==> config.mk <==
export PLATFORM = sky130hd
export DESIGN_NAME = linear_cfg_loader_flat
export DESIGN_NICKNAME = d
export VERILOG_FILES = /design/src/rtl/linear_cfg_loader_if.sv /design/src/rtl/linear_cfg_loader.sv /design/src/flat_wrapper.sv
export SDC_FILE = /design/constraint.sdc
export NUM_CORES = 1
export LEC_CHECK = 0
export ABC_AREA = 1
export BUFFER_PORTS_ARGS = -buffer_cell sky130_fd_sc_hd__buf_2
export CAP_MARGIN = 20
export CORE_AREA = 2 2 76 78
export CTS_CLUSTER_SIZE = 25
export DETAILED_ROUTE_END_ITERATION = 16
export DIE_AREA = 0 0 78 80
export GPL_ROUTABILITY_DRIVEN = 0
export PLACE_DENSITY = 0.74
export SETUP_SLACK_MARGIN = 0.1
export SYNTH_ARGS = -nofsm -noshare
export SYNTH_HDL_FRONTEND = slang
export SYNTH_SLANG_ARGS = --single-unit
==> constraint.sdc <==
create_clock -name clk -period 2.1 [get_ports clk]
set_input_delay 0.42 -clock clk [delete_from_list [all_inputs] [get_ports clk]]
set_output_delay 0.42 -clock clk [all_outputs]
set_load 0.02 [all_outputs]
==> src/rtl/linear_cfg_loader_if.sv <==
// Parameter word stream feeding the linear-layer config loader.
// The DMA side uses master and the loader uses slave.
interface linear_cfg_loader_if #(
    parameter int unsigned DATA_W = 16
);
    logic              s_valid;
    logic              s_ready;
    logic [DATA_W-1:0] s_data;

    modport master (output s_valid, output s_data, input s_ready);
    modport slave  (input s_valid, input s_data, output s_ready);
endinterface

==> src/rtl/linear_cfg_loader.sv <==
// Streams weight/bias words into a linear layer's config port.
// Inference traffic to the layer is held off while a load is active.
module linear_cfg_loader #(
    parameter  int unsigned IN_DIM  = 8,
    parameter  int unsigned OUT_DIM = 8,
    parameter  int unsigned DATA_W  = 16,
    localparam int unsigned WCOUNT  = IN_DIM * OUT_DIM,
    localparam int unsigned TOTAL   = WCOUNT + OUT_DIM,
    localparam int unsigned ADDR_W  = $clog2(TOTAL),
    localparam int unsigned LEN_W   = ADDR_W + 1
) (
    input  logic                clk,
    input  logic                rst,
    input  logic                start,
    input  logic [ADDR_W-1:0]   start_addr,
    input  logic [LEN_W-1:0]    load_len,
    input  logic                abort,
    linear_cfg_loader_if.slave  strm,
    output logic                cfg_we,
    output logic [ADDR_W-1:0]   cfg_addr,
    output logic [DATA_W-1:0]   cfg_wdata,
    input  logic                inf_valid,
    output logic                inf_ready,
    output logic                lin_valid_in,
    output logic                busy,
    output logic                done,
    output logic                err,
    output logic                weights_valid
);

    localparam int unsigned SUM_W = ADDR_W + 2;

    localparam logic [1:0] IDLE  = 2'd0;
    localparam logic [1:0] LOAD  = 2'd1;
    localparam logic [1:0] FLUSH = 2'd2;

    logic [1:0]        state_q, state_d;
    logic [ADDR_W-1:0] addr_q, addr_d;
    logic [LEN_W-1:0]  rem_q, rem_d;
    logic              we_d, done_d, err_d, wv_d;
    logic [ADDR_W-1:0] caddr_d;
    logic [DATA_W-1:0] cdata_d;
    logic [SUM_W-1:0]  end_sum;
    logic              bad_req;

    // Range check is done one bit wider than the length so it cannot overflow
    assign end_sum = SUM_W'(start_addr) + SUM_W'(load_len);
    assign bad_req = (load_len == '0) || (end_sum > SUM_W'(TOTAL));

    assign busy         = (state_q != IDLE);
    assign inf_ready    = !busy;
    assign lin_valid_in = inf_valid & !busy;

    always_ff @(posedge clk) begin
        if (rst) begin
            state_q       <= IDLE;
            addr_q        <= '0;
            rem_q         <= '0;
            cfg_we        <= 1'b0;
            cfg_addr      <= '0;
            cfg_wdata     <= '0;
            done          <= 1'b0;
            err           <= 1'b0;
            weights_valid <= 1'b0;
        end else begin
            state_q       <= state_d;
            addr_q        <= addr_d;
            rem_q         <= rem_d;
            cfg_we        <= we_d;
            cfg_addr      <= caddr_d;
            cfg_wdata     <= cdata_d;
            done          <= done_d;
            err           <= err_d;
            weights_valid <= wv_d;
        end
    end

    always_comb begin
        state_d      = state_q;
        addr_d       = addr_q;
        rem_d        = rem_q;
        we_d         = 1'b0;
        caddr_d      = cfg_addr;
        cdata_d      = cfg_wdata;
        done_d       = 1'b0;
        err_d        = 1'b0;
        wv_d         = weights_valid;
        strm.s_ready = 1'b0;

        case (state_q)
            IDLE: begin
                if (start) begin
                    if (bad_req) begin
                        err_d = 1'b1;
                    end else begin
                        state_d = LOAD;
                        addr_d  = start_addr;
                        rem_d   = load_len;
                    end
                end
            end
            LOAD: begin
                // Abort drops ready so the word on the bus in this cycle is not consumed
                strm.s_ready = !abort;
                if (abort) begin
                    state_d = IDLE;
                    wv_d    = 1'b0;
                end else if (strm.s_valid) begin
                    we_d    = 1'b1;
                    caddr_d = addr_q;
                    cdata_d = strm.s_data;
                    addr_d  = addr_q + ADDR_W'(1);
                    rem_d   = rem_q - LEN_W'(1);
                    if (rem_q == LEN_W'(1)) begin
                        state_d = FLUSH;
                    end
                end
            end
            FLUSH: begin
                state_d = IDLE;
                if (abort) begin
                    wv_d = 1'b0;
                end else begin
                    done_d = 1'b1;
                    wv_d   = 1'b1;
                end
            end
            default: begin
                state_d = IDLE;
            end
        endcase
    end

endmodule

==> src/flat_wrapper.sv <==
// flat-port wrapper written by rule: the top's interface ports become plain ports
module linear_cfg_loader_flat 
#(
    parameter  int unsigned IN_DIM  = 8,
    parameter  int unsigned OUT_DIM = 8,
    parameter  int unsigned DATA_W  = 16,
    localparam int unsigned WCOUNT  = IN_DIM * OUT_DIM,
    localparam int unsigned TOTAL   = WCOUNT + OUT_DIM,
    localparam int unsigned ADDR_W  = $clog2(TOTAL),
    localparam int unsigned LEN_W   = ADDR_W + 1
)
  (clk, rst, start, start_addr, load_len, abort, cfg_we, cfg_addr, cfg_wdata, inf_valid, inf_ready, lin_valid_in, busy, done, err, weights_valid, strm_s_valid, strm_s_data, strm_s_ready);
  linear_cfg_loader_if #(.DATA_W(DATA_W)) strm_i ();
  input  logic clk;
  input  logic rst;
  input  logic start;
  input  logic [ADDR_W-1:0] start_addr;
  input  logic [LEN_W-1:0] load_len;
  input  logic abort;
  output logic cfg_we;
  output logic [ADDR_W-1:0] cfg_addr;
  output logic [DATA_W-1:0] cfg_wdata;
  input  logic inf_valid;
  output logic inf_ready;
  output logic lin_valid_in;
  output logic busy;
  output logic done;
  output logic err;
  output logic weights_valid;
  input wire logic [$bits(strm_i.s_valid)-1:0] strm_s_valid;
  input wire logic [$bits(strm_i.s_data)-1:0] strm_s_data;
  output wire logic [$bits(strm_i.s_ready)-1:0] strm_s_ready;
  assign strm_i.s_valid = strm_s_valid;
  assign strm_i.s_data = strm_s_data;
  assign strm_s_ready = strm_i.s_ready;
  linear_cfg_loader #(.IN_DIM(IN_DIM), .OUT_DIM(OUT_DIM), .DATA_W(DATA_W)) u_core (.clk(clk), .rst(rst), .start(start), .start_addr(start_addr), .load_len(load_len), .abort(abort), .strm(strm_i), .cfg_we(cfg_we), .cfg_addr(cfg_addr), .cfg_wdata(cfg_wdata), .inf_valid(inf_valid), .inf_ready(inf_ready), .lin_valid_in(lin_valid_in), .busy(busy), .done(done), .err(err), .weights_valid(weights_valid));
endmodule
# Yosys cells after proc, flatten, opt, wreduce, memory -nomap -nowiden
# Index checks and enable logic that the tools add are counted.
dict set report classes {
  n_addsub 3
  n_reduce_logical 15
  n_eq_ne 10
  n_lt_le_gt_ge 1
  n_mux 22
  bitwise 6
}
# op n
set op_table {}
lappend op_table {{$mux 8} 4}
lappend op_table {{$mux 7} 4}
lappend op_table {{$pmux 8 s2} 1}
lappend op_table {{$pmux 7 s2} 1}
lappend op_table {{$mux 2} 5}
lappend op_table {{$ne 2x2->1 const B} 5}
lappend op_table {{$add 7x8->9} 1}
lappend op_table {{$gt 9x7->1 const B} 1}
lappend op_table {{$eq 8x1->1 const B} 1}
lappend op_table {{$logic_not 8->1} 1}
lappend op_table {{$sub 8x1->8 const B} 1}
lappend op_table {{$add 7x1->7 const B} 1}
lappend op_table {{$reduce_bool 2->1} 3}
lappend op_table {{$reduce_or 3->1} 2}
lappend op_table {{$mux 1} 5}
lappend op_table {{$not 1->1} 5}
lappend op_table {{$reduce_and 5->1} 1}
lappend op_table {{$pmux 2 s2} 1}
lappend op_table {{$reduce_and 4->1} 1}
lappend op_table {{$ne 3x2->1 const B} 1}
lappend op_table {{$ne 3x3->1 const B} 1}
lappend op_table {{$reduce_and 3->1} 1}
lappend op_table {{$eq 2x1->1 const B} 1}
lappend op_table {{$eq 2x2->1 const B} 1}
lappend op_table {{7 further kinds} 8}
dict set report totals {
  wordCells 66
  regBits 44
  out_inout_bits 31
  inputBits 37
}

# Depth between registers and ports, before layout
# Gate-level depths: netlist of the first run.
dict set report depth {
  word_depth 6
  mapped_depth 15
  mapped_depth_nobuf 14
}

# Worst setup path after synthesis of the first run
# OpenSTA, ideal clock, no wires.
dict set report synth_timing {
  path_kind {input port to flip-flop}
  from {input port start_addr[0]}
  to {register u_core.addr_q[0]}
  path_slack_ns -0.135
  path_buffers 1
  required_time_ns 1.986
  cell_stages 15
  arrival_ns 2.121
  setup_time_ns 0.114
  cell_sequence {ha_1 -> fa_1 -> nand2_1 -> nand2_1 -> nand3_1 -> nand2_1 -> nand2_1 -> nand3_1 -> a21oi_4 -> nand3_4 -> nand2_8 -> buf_12 -> nand2_2 -> nand2_1 -> nor2_2}
}
dict set report synth_between {
  elab_chain_len 5
  elab_cells_between_ends 8
  classes_between {1 x add/sub; 1 x order compare; 1 x eq/ne; 3 x mux; 2 x reduce/logical}
}
# item line_no
set synth_rtl {}
lappend synth_rtl {{start: declaration} flat_wrapper.sv:17} ;# input logic [ADDR_W-1:0] start_addr;
lappend synth_rtl {{$add 7x8->9} linear_cfg_loader.sv:47} ;# assign end_sum = SUM_W'(start_addr) + SUM_W'(load_len);
lappend synth_rtl {{$gt 9x7->1} linear_cfg_loader.sv:48} ;# assign bad_req = (load_len == '0) || (end_sum > SUM_W'(TOTAL));
lappend synth_rtl {{$logic_or 1x1->1} linear_cfg_loader.sv:48}
lappend synth_rtl {{$ne 2x2->1 (no line)} n/a}
lappend synth_rtl {{$reduce_and 5->1 (no line)} n/a}
lappend synth_rtl {{end signal: assignment} linear_cfg_loader.sv:67} ;# addr_q <= addr_d;
lappend synth_rtl {{end: declaration} linear_cfg_loader.sv:38} ;# logic [ADDR_W-1:0] addr_q, addr_d;
# Parallel ways exist; a longest one is shown, timed or not. The select of a mux whose other input is x is not followed.
# A chain may end at the register's enable or synchronous reset.

# Worst setup path after layout of the first run
dict set report layout_timing {
  from {input port start_addr[0]}
  to {register u_core.addr_q[6]}
}
dict set report layout_between {
  elab_chain_len 5
}
# item line_no
set layout_rtl {}
lappend layout_rtl {{$add 7x8->9} linear_cfg_loader.sv:47}
lappend layout_rtl {{$gt 9x7->1} linear_cfg_loader.sv:48}
lappend layout_rtl {{$logic_or 1x1->1} linear_cfg_loader.sv:48}
lappend layout_rtl {{$ne 2x2->1 (no line)} n/a}
lappend layout_rtl {{$reduce_and 5->1 (no line)} n/a}
# Every way passes these cells.

==> metrics, run 1 <==
status completed; Peak VDD IR 0.3011 mV; Max FO, Critical Path 7; Syn Inst Count approximately 340; fin. max-slew vios 0; CP Launch Point start_addr[0]; R2R Path End u_core.cfg_addr[5]; layout cells sized above 1 0.3566; final hold vios 0; Critical Path RT approximately 2.3 ns; CTS Root Buffer Type clkbuf_8; worst slew pin tran 0.4200 ns; Post-Syn Area ~2500 sq um; sequential fraction of the synthesis area 0.3554; fill count just over 500; Peak Freq roughly 0.5 GHz; RSZ-0062 raised after global routing yes; Die W approximately 78 microns; leak pwr roughly 1.6 nW; Rows 27; first-pass GRT wire length around 9600 microns; Net Count, Synth 390; Post-Route WL about 5900 microns; initial DRC count ~170; Maximum Capacitance Violations 0; CTS tree built; Compound-Gate Fraction of Synth Area 0.1191; syn avg cell area around 7.2 sq um; Yosys cell types 36; post-synthesis register bit count 44; DP Wirelength about 4200 microns; via count roughly 2500; die area roughly 6200 sq um; vias per cell roughly 5.0; IO Count a little under 70; fin crit share 0.9534; synth warn 0; Slew Limit Headroom 0.7174; initial core utilization 0.4586; Tmin final around 2 ns; H-tree depth 2; Area Overhead vs Synth 30.39%; core area 5405 sq um; Pwr per Cell Area roughly 640 nW/um^2; Worst Path Arrival about 2.2 ns; main combinational cell family by area after synthesis simple AND/OR/NAND/NOR gates; worst setup path end u_core.addr_q[6]; Reg2Reg Setup Slack around 0.36 ns; PortBufs 67; die height approximately 80 microns; clk slew on worst S/H paths around 0.08 ns; Synth Area in Adders 0.05856; Clock Skew between 0.004 and 0.005 ns; post-synthesis mux area share 0.02423; Worst-Skew Late Latency 0.29 ns; Num CTS Buffers 5; deepest clock path buffer count 2; nets@finish around 480; Synth Area in Simple Gates 0.3463; Reg2Reg Launch Point u_core.state_q[0]; critical path capture point type flip-flop; post-layout util 0.5979; antenna viol nets, final 0; Tot GR Track Use 0.1896; reg2reg path depth 8; number of remaining DRC errors 0; Design Power about 2.1 mW; xor/xnor share of the synthesized area 0.02120; final setup fails 0; CTS sink cnt between 40 and 50; vias in the first global route roughly 2200; DR WL/cell around 12 microns; ANT cells 0; Detailed Routing Iterations Pass 1 7; critical path type input port to flip-flop; total congestion overflow 0; initial antenna violation count 0; CP startpoint kind input port; Hold WC Path Type input port to flip-flop; largest net degree at the start of global routing 38; hold_sp strm_s_data[12]
[cell usage in the layout, fill, tap and decap left out, types with 9 or more instances in the layout]
cell     instances
a21oi_1         10
buf_2           65
buf_4           20
dfxtp_1         44
inv_1           21
nand2_1         60
nand2_2         13
nand3_1         10
nor2_1          64
nor2_2          19
o21ai_0         19
o21ai_1          9
[kinds of logic after synthesis]
logic type               Yosys count
adder cells (fa/ha/maj)           11
buffers and inverters             40
AND/OR/NAND/NOR                  185
AO/OA/AOI/OAI                     50
flip-flops                        44
multiplexers                       6
XOR/XNOR                           6
[per-layer routing]
metal	wire length [microns]	track usage
met5	0	0
met4	122	0.05789
met3	265	0.03846
met2	2880	0.3207
met1	2629	0.2437
[worst min path at each step]
stage / cells past startpoint / endpoint
3_3_place_gp: 2 / u_core.cfg_wdata[0]
2_1_floorplan: 2 / u_core.addr_q[4]
3_5_place_dp: 2 / u_core.cfg_addr[0]
5_1_grt: 3 / u_core.cfg_wdata[0]
6_report: 3 / u_core.cfg_wdata[12]
4_1_cts: 3 / u_core.cfg_wdata[12]
[cell usage after synthesis]
| cell type | instances | area (sq um) |
|---|---|---|
| or2_4 | 1 | 8.760 |
| nand2_2 | 8 | 50.05 |
| a21o_1 | 1 | 7.510 |
| a22o_1 | 1 | 8.760 |
| nor3_1 | 3 | 15.01 |
| a21oi_1 | 12 | 60.06 |
| dfxtp_1 | 44 | 880.8 |
| a31oi_1 | 2 | 12.51 |
| a211oi_1 | 1 | 7.510 |
| clkbuf_1 | 7 | 26.28 |
| nand2_1 | 66 | 247.7 |
| o21bai_4 | 1 | 18.77 |
| a2bb2oi_1 | 1 | 8.760 |
| o21ai_1 | 9 | 45.04 |
| nor4_1 | 3 | 18.77 |
| nor2_1 | 66 | 247.7 |
| nand3_4 | 1 | 17.52 |
| o21ai_0 | 19 | 95.09 |
| a21oi_4 | 1 | 16.27 |
| buf_2 | 3 | 15.01 |
| xnor2_1 | 1 | 8.760 |
| nor2_2 | 18 | 112.6 |
| nand4_1 | 1 | 6.260 |
| nand2_8 | 2 | 40.04 |
| nand3b_1 | 3 | 22.52 |
| clkinv_1 | 1 | 3.750 |
| mux2i_1 | 6 | 60.06 |
| inv_1 | 21 | 78.83 |
| inv_2 | 6 | 22.52 |
| fa_1 | 1 | 20.02 |
| buf_12 | 2 | 40.04 |
| xor2_1 | 5 | 43.79 |
| o31ai_1 | 2 | 15.01 |
| nor2_4 | 1 | 11.26 |
| ha_1 | 10 | 125.1 |
| nand3_1 | 12 | 60.06 |
[through the flow]
stage                     hold WS, ns  setup TNS (ns)  setup slack [ns]  area (sq um)  std cells
final                          0.3580               0           0.09794          3232        501
after global routing           0.3640               0           0.01367          3232        501
after CTS                      0.3578               0           0.07178          3154        498
after detailed placement       0.4605          -4.308           -0.3062          2985        488
after global placement         0.4572          -3.380           -0.2467          2985        488
after floorplan                0.4613         -0.4569          -0.06727          2499        342
[flip-flops by register name (all words and copies together) (netlist names)]
| signal | flops |
|---|---|
| u_core.addr_q | 7 |
| u_core.done | 1 |
| u_core.cfg_addr | 7 |
| u_core.cfg_wdata | 16 |
| u_core.state_q | 2 |
| u_core.rem_q | 8 |
| u_core.err | 1 |
| u_core.cfg_we | 1 |
| u_core.weights_valid | 1 |
[report_power, final]
group / total, mW / leakage (nW) / internal [mW] / switching (mW)
Sequential: 0.932 / 0.357 / 0.884 / 0.0483
Clock: 0.500 / 0.0400 / 0.225 / 0.275
Combinational: 0.637 / 1.18 / 0.276 / 0.361
Total: 2.07 / 1.58 / 1.38 / 0.684
[repair_timing]
action,4_1_cts,5_1_grt
pin swaps,7,5
hold buffers,0,0
setup buffers,1,3
endpoints found under the setup margin,15,16
resized for setup,14,10
gates cloned,2,0
[layout make-up]
| class | instances | area, sq um | share of cell area |
|---|---|---|---|
| inverters | 28 | 105.1 | 0.03252 |
| multi-input cells | 260 | 1526 | 0.4723 |
| well taps | 72 | 90.09 | 0.02787 |
| clock inverters | 2 | 12.51 | 0.003871 |
| clock buffers | 5 | 68.82 | 0.02129 |
| repair buffers | 90 | 548.0 | 0.1696 |
| flip-flops and latches | 44 | 880.8 | 0.2726 |
[critical path: stages]
cell and delay [ns]:
buf_8 0.10, ha_4 0.15, fa_2 0.37, nand2_2 0.09, nand2_2 0.07, nand3_2 0.07
nand2_2 0.05, nand2_2 0.08, nand2_1 0.05, o21bai_4 0.17, nand3_4 0.10, buf_12 0.14
nand2_8 0.07, buf_6 0.13, nor2_4 0.08, nor2_1 0.04
No activity file was read; power rests on OpenSTA's default activity.
==> inputs of run 2 (changes only) <==
--- a/config.mk
+++ b/config.mk
@@ -6,6 +6,7 @@
 export NUM_CORES = 1
 export LEC_CHECK = 0
 export ABC_AREA = 1
+export ABC_CLOCK_PERIOD_IN_PS = 2100
 export BUFFER_PORTS_ARGS = -buffer_cell sky130_fd_sc_hd__buf_2
 export CAP_MARGIN = 20
 export CORE_AREA = 2 2 76 78
@@ -13,8 +14,9 @@
 export DETAILED_ROUTE_END_ITERATION = 16
 export DIE_AREA = 0 0 78 80
 export GPL_ROUTABILITY_DRIVEN = 0
-export PLACE_DENSITY = 0.74
+export PLACE_DENSITY = 0.7
 export SETUP_SLACK_MARGIN = 0.1
+export SLEW_MARGIN = 10
 export SYNTH_ARGS = -nofsm -noshare
 export SYNTH_HDL_FRONTEND = slang
 export SYNTH_SLANG_ARGS = --single-unit
==> run 2 against run 1 <==
Critical path type unchanged; worst setup slack improved by 0.016 ns; global-route usage grew 0.057 points; non-clock buffer count fell by 2; flip-flop and latch count did not move; clock skew grew 0.0014 ns; wire length rose by 1.1%; power increased by 5.4%; via count decreased by 2.8%; sequential share of layout area grew 0.11 points.
==> metrics, run 2 (same netlist as run 1, synthesis figures left out) <==
Post-Route WL 5962 microns (+1.1%); DR WL/cell 11.92 microns (+1.3%); DR WL met3 258 microns (-2.6%); PortBufs 67 (unchanged); DR WL met2 2925 microns (+1.6%); Tmin final 1.986 ns (-0.01593 ns); Hold WC Path Type input port to flip-flop; commonest non-fill, non-tap cell in the layout nor2_1; Reg2Reg Launch Point u_core.state_q[0]; layout cells sized above 1 0.3575 (+0.0008333); WHS 0.3516 ns (-0.006445 ns); DP Wirelength 4303 microns (+2.7%); Die W 78 microns (unchanged); initial DRC count 114 (-34%); Reg2Reg Setup Slack 0.37 ns (about the same); IO Count 68 (unchanged); critical path capture point type flip-flop; Setup WS pre-CTS -0.2951 ns (+0.01106 ns); CTS sink cnt 44 (unchanged); number of remaining DRC errors 0 (unchanged); largest net degree at the start of global routing 29 (-24%); CP Launch Point load_len[0]; via count 2415 (-2.8%); Area Overhead vs Synth 29.88%; commonest non-fill, non-tap cells in the layout 66 x nor2_1, 65 x buf_2, 55 x nand2_1, 44 x dfxtp_1, 21 x inv_1; nets@finish 475 (-0.42%); reg2reg path depth 8 (unchanged); Final WS setup 0.1139 ns (+0.01593 ns); Worst Path Arrival 2.22 ns (+0.03 ns); leak pwr 1.598 nW (+1.1%); worst slew pin tran 0.3835 ns (-0.03653 ns); vias in the first global route 2080 (-4.1%); total congestion overflow 0 (unchanged); Detailed Routing Iterations Pass 1 4 (-3); CP startpoint kind input port; Clock Skew 0.005855 ns (+0.001370 ns); final hold vios 0 (unchanged); fin crit share 0.9458 (-0.007586); vias per cell 4.830 (-2.6%); status completed; clk slew on worst S/H paths 0.08 ns (about the same); Worst-Skew Late Latency 0.30 ns (about the same); Num CTS Buffers 5 (unchanged); H-tree depth 2 (unchanged); initial core utilization 0.4586 (unchanged); CTS Root Buffer Type clkbuf_8; core area 5405 sq um (unchanged); RSZ-0062 raised after global routing yes; R2R Path End u_core.cfg_addr[3]; first-pass GRT wire length 9522 microns (-0.50%); Largest Register u_core.cfg_wdata; Peak VDD IR 0.3329 mV (+11%); critical path type input port to flip-flop; Met1 Routed Length 2762 microns (+5.1%); Max FO, Critical Path 5 (-2); deepest clock path buffer count 2 (unchanged); top flop regs u_core.cfg_wdata x16, u_core.rem_q x8; initial antenna violation count 0 (unchanged); worst setup path end u_core.rem_q[4]; max FFs per register 16 (unchanged); die area 6240 sq um (unchanged); Critical Path RT 2.34 ns (+0.05 ns); Pwr per Cell Area 677.4 nW/um^2 (+5.8%); Peak Freq 0.5035 GHz (+0.80%); ANT cells 0 (unchanged); CTS tree built; Maximum Capacitance Violations 0 (unchanged); Tot GR Track Use 0.1902 (+0.0005728); antenna viol nets, final 0 (unchanged); top routing layer in use met4; post-layout util 0.5956 (-0.002315); die height 80 microns (unchanged); fin. max-slew vios 0 (unchanged); final setup fails 0 (unchanged); Rows 27 (unchanged); Slew Limit Headroom 0.7440 (+0.02656)
run 2: metrics by stage:
step	setup TNS (ns)	cell area, sq um	cells	power, mW
2_1_floorplan	-0.4569	2499	342	1.363
3_3_place_gp	-3.389	2993	489	1.505
3_5_place_dp	-4.173	2993	489	1.519
4_1_cts	0	3134	498	2.161
5_1_grt	-0.005079	3219	500	2.311
6_report	0	3219	500	2.181
run 2: worst min-delay path by stage:
| stage | endpoint | cells past startpoint | startpoint |
|---|---|---|---|
| 6_report | u_core.cfg_wdata[12] | 3 | strm_s_data[12] |
| 5_1_grt | u_core.cfg_wdata[10] | 3 | strm_s_data[10] |
| 4_1_cts | u_core.state_q[0] | 2 | rst |
| 3_5_place_dp | u_core.cfg_wdata[12] | 2 | u_core.cfg_wdata[12] |
| 3_3_place_gp | u_core.cfg_wdata[2] | 2 | u_core.cfg_wdata[2] |
| 2_1_floorplan | u_core.addr_q[4] | 2 | u_core.addr_q[4] |
run 2: cell type report:
type                       count  area [sq um]
clock inverter                 2         35.03
multi-input combinational    260          1523
tap                           72         90.09
fill                         513          2186
timing repair buffer          88         513.0
inverter                      28         105.1
sequential                    44         880.8
clock buffer                   6         72.57
run 2: layer usage:
metal | track usage | vias up
met1 | 0.2573 | 1092
met3 | 0.03507 | 3
met4 | 0.04737 | 0
met2 | 0.3138 | 44
li1 | - | 1276
met5 | 0 | -
run 2: critical path, stage by stage:
cell,delay [ns]
buf_6,0.10
ha_4,0.15
fa_2,0.35
nand2_2,0.08
nand2_2,0.07
nand3_2,0.08
nand2_1,0.05
nand2_1,0.08
nand3_2,0.09
a21oi_4,0.17
nand3_4,0.19
buf_6,0.19
nand3_1,0.06
nand2_1,0.05
nor2_1,0.09
run 2: timing repair:
item,CTS,global route
gates resized for setup,5,20
cloned,1,1
pin swaps,3,5
hold buffers,0,0
endpoints found under the setup margin,15,16
buffers inserted,0,1
run 2: report_power, final:
group          switching [mW]  internal (mW)  leakage [nW]
clock network           0.280          0.353        0.0552
logic                   0.359          0.257          1.19
registers              0.0471          0.884         0.357
==> inputs of run 3 (changes only) <==
--- a/config.mk
+++ b/config.mk
@@ -9,10 +9,10 @@
 export ABC_CLOCK_PERIOD_IN_PS = 2100
 export BUFFER_PORTS_ARGS = -buffer_cell sky130_fd_sc_hd__buf_2
 export CAP_MARGIN = 20
-export CORE_AREA = 2 2 76 78
+export CORE_AREA = 2 2 55 108
 export CTS_CLUSTER_SIZE = 25
 export DETAILED_ROUTE_END_ITERATION = 16
-export DIE_AREA = 0 0 78 80
+export DIE_AREA = 0 0 57 110
 export GPL_ROUTABILITY_DRIVEN = 0
 export PLACE_DENSITY = 0.7
 export SETUP_SLACK_MARGIN = 0.1
==> run 3 against run 2 <==
First-iteration DRC count increased by 7.9%; worst setup slack got worse by 0.070 ns; cell count decreased by 1.0%; power decreased by 2.6%; highest routed layer unchanged; critical endpoint is now u_core.addr_q[4]; combinational power increased by 3.7%; clock power decreased by 12%; register-to-register slack improved by 0.08 ns; non-clock buffer count increased by 6; final area increased by 0.54%; largest cell class unchanged.
==> metrics, run 3 (same netlist as run 1, synthesis figures left out) <==
PortBufs 67 (unchanged); critical path type input port to flip-flop; die height 110 microns (+38%); leak pwr 1.605 nW (+0.43%); Detailed Routing Iterations Pass 1 6 (+2); Area Overhead vs Synth 30.59%; Reg2Reg Setup Slack 0.45 ns (+0.08 ns); hold buffer count at CTS 0 (unchanged); max FFs per register 16 (unchanged); H-tree depth 2 (unchanged); Die W 57 microns (-27%); commonest non-fill, non-tap cell in the layout nor2_1; nets@finish 482 (+1.5%); deepest clock path buffer count 2 (unchanged); reg2reg path depth 8 (unchanged); final setup fails 0 (unchanged); CP Launch Point load_len[0]; clk slew on worst S/H paths 0.08 ns (about the same); layout cells sized above 1 0.3563 (-0.001155); initial antenna violation count 0 (unchanged); Slew Limit Headroom 0.7204 (-0.02355); Hold WC Path Type input port to flip-flop; fill count 540 (+5.3%); IO Count 68 (unchanged); fin. max-slew vios 0 (unchanged); Worst Path Arrival 2.26 ns (+0.04 ns); CTS Root Buffer Type clkbuf_8; R2R Path End u_core.cfg_addr[4]; die area 6270 sq um (+0.48%); commonest non-fill, non-tap cells in the layout 66 x nor2_1, 65 x buf_2, 60 x nand2_1, 44 x dfxtp_1, 25 x buf_4; Num CTS Buffers 5 (unchanged); post-route setup TNS 0 ns (unchanged); Tmin final 2.056 ns (+0.06966 ns); via count 2491 (+3.1%); antenna viol nets, final 0 (unchanged); number of remaining DRC errors 0 (unchanged); Worst-Skew Late Latency 0.31 ns (about the same); Placed Cells 480 (-1.8%); vias per cell 5.032 (+4.2%); Critical Path RT 2.31 ns (-0.03 ns); ANT cells 0 (unchanged); design area 3237 sq um (+0.54%); largest net degree at the start of global routing 29 (unchanged); Reg2Reg Launch Point u_core.state_q[0]; RSZ-0062 raised after global routing yes; total congestion overflow 0 (unchanged); final hold vios 0 (unchanged); Pwr per Cell Area 655.9 nW/um^2 (-3.2%); Clock Skew 0.01073 ns (+0.004871 ns); Largest Register u_core.cfg_wdata; Design Power 2.123 mW (-2.6%); first-pass GRT wire length 9453 microns (-0.72%); core area 5420 sq um (+0.28%); status completed; Peak Freq 0.4864 GHz (-3.4%); Post-Route WL 6189 microns (+3.8%); Maximum Capacitance Violations 0 (unchanged); initial DRC count 123 (+7.9%); Cell Count, Final, Fillers Out 495 (-1.0%); Placed Area 3000 sq um (+0.25%); fin crit share 0.9789 (+0.03317); Tot GR Track Use 0.1941 (+0.003873); Rows 38 (+41%); initial core utilization 0.4573 (-0.001270); critical path capture point type flip-flop; top flop regs u_core.cfg_wdata x16, u_core.rem_q x8; DP Wirelength 4557 microns (+5.9%); Max FO, Critical Path 6 (+1); DR WL/cell 12.50 microns (+4.9%); Peak VDD IR 0.5978 mV (+80%); vias in the first global route 2212 (+6.3%); worst setup path end u_core.addr_q[4]; CP startpoint kind input port; CTS sink cnt 44 (unchanged); CTS tree built; worst slew pin tran 0.4155 ns (+0.03205 ns)
## run 3: through the flow
step / setup WS [ns] / utilization / hold slack, ns
6_report: 0.04422 / 0.5972 / 0.3523
4_1_cts: 0.1057 / 0.5748 / 0.3445
2_1_floorplan: -0.06727 / - / 0.4613
3_3_place_gp: -0.2675 / 0.5536 / 0.4603
3_5_place_dp: -0.3311 / 0.5536 / 0.4606
5_1_grt: -0.005926 / 0.5972 / 0.3514
## run 3: per-layer routing
layer / global-route usage / part of all wire
met1: 0.1819 / 0.35
met2: 0.3736 / 0.57
met3: 0.03384 / 0.038
met4: 0.1229 / 0.040
met5: 0 / 0
## run 3: what timing repair did
item	CTS	global route
buffers inserted	0	4
cloned	1	2
resized for setup	4	14
endpoints found under the setup margin	15	15
pin swaps	2	12
## run 3: layout make-up
class | count | area (sq um) | area share
inverters | 28 | 105.1 | 0.03247
repair buffers | 94 | 570.5 | 0.1763
well taps | 60 | 75.07 | 0.02319
flip-flops and latches | 44 | 880.8 | 0.2721
clock buffers | 8 | 90.09 | 0.02783
multi-input cells | 261 | 1515 | 0.4681
## run 3: worst min path at each step
stage                              from                    to  slack [ns]  cells after the start
finish                              rst     u_core.state_q[0]        0.35                      2
global placement    u_core.cfg_wdata[5]   u_core.cfg_wdata[5]        0.46                      2
CTS                     strm_s_data[10]  u_core.cfg_wdata[10]        0.34                      3
floorplan              u_core.addr_q[4]      u_core.addr_q[4]        0.46                      2
global route            strm_s_data[10]  u_core.cfg_wdata[10]        0.35                      3
detailed placement   u_core.cfg_addr[0]    u_core.cfg_addr[0]        0.46                      2
## run 3: where the power goes
group	internal, mW	total [mW]	switching [mW]
Sequential	0.884	0.929	0.0447
Clock	0.269	0.555	0.286
Combinational	0.277	0.640	0.363
Total	1.43	2.12	0.694
## run 3: critical path, stage by stage
cell,delay (ns)
buf_8,0.10
ha_4,0.15
fa_2,0.34
nand2_2,0.09
nand2_2,0.07
nand3_2,0.09
nand2_2,0.07
nand2_2,0.08
nand3_2,0.08
a21oi_4,0.19
nand3_4,0.14
buf_12,0.18
nand2_8,0.08
nand2_2,0.06
nand2_1,0.09
nor2_2,0.04
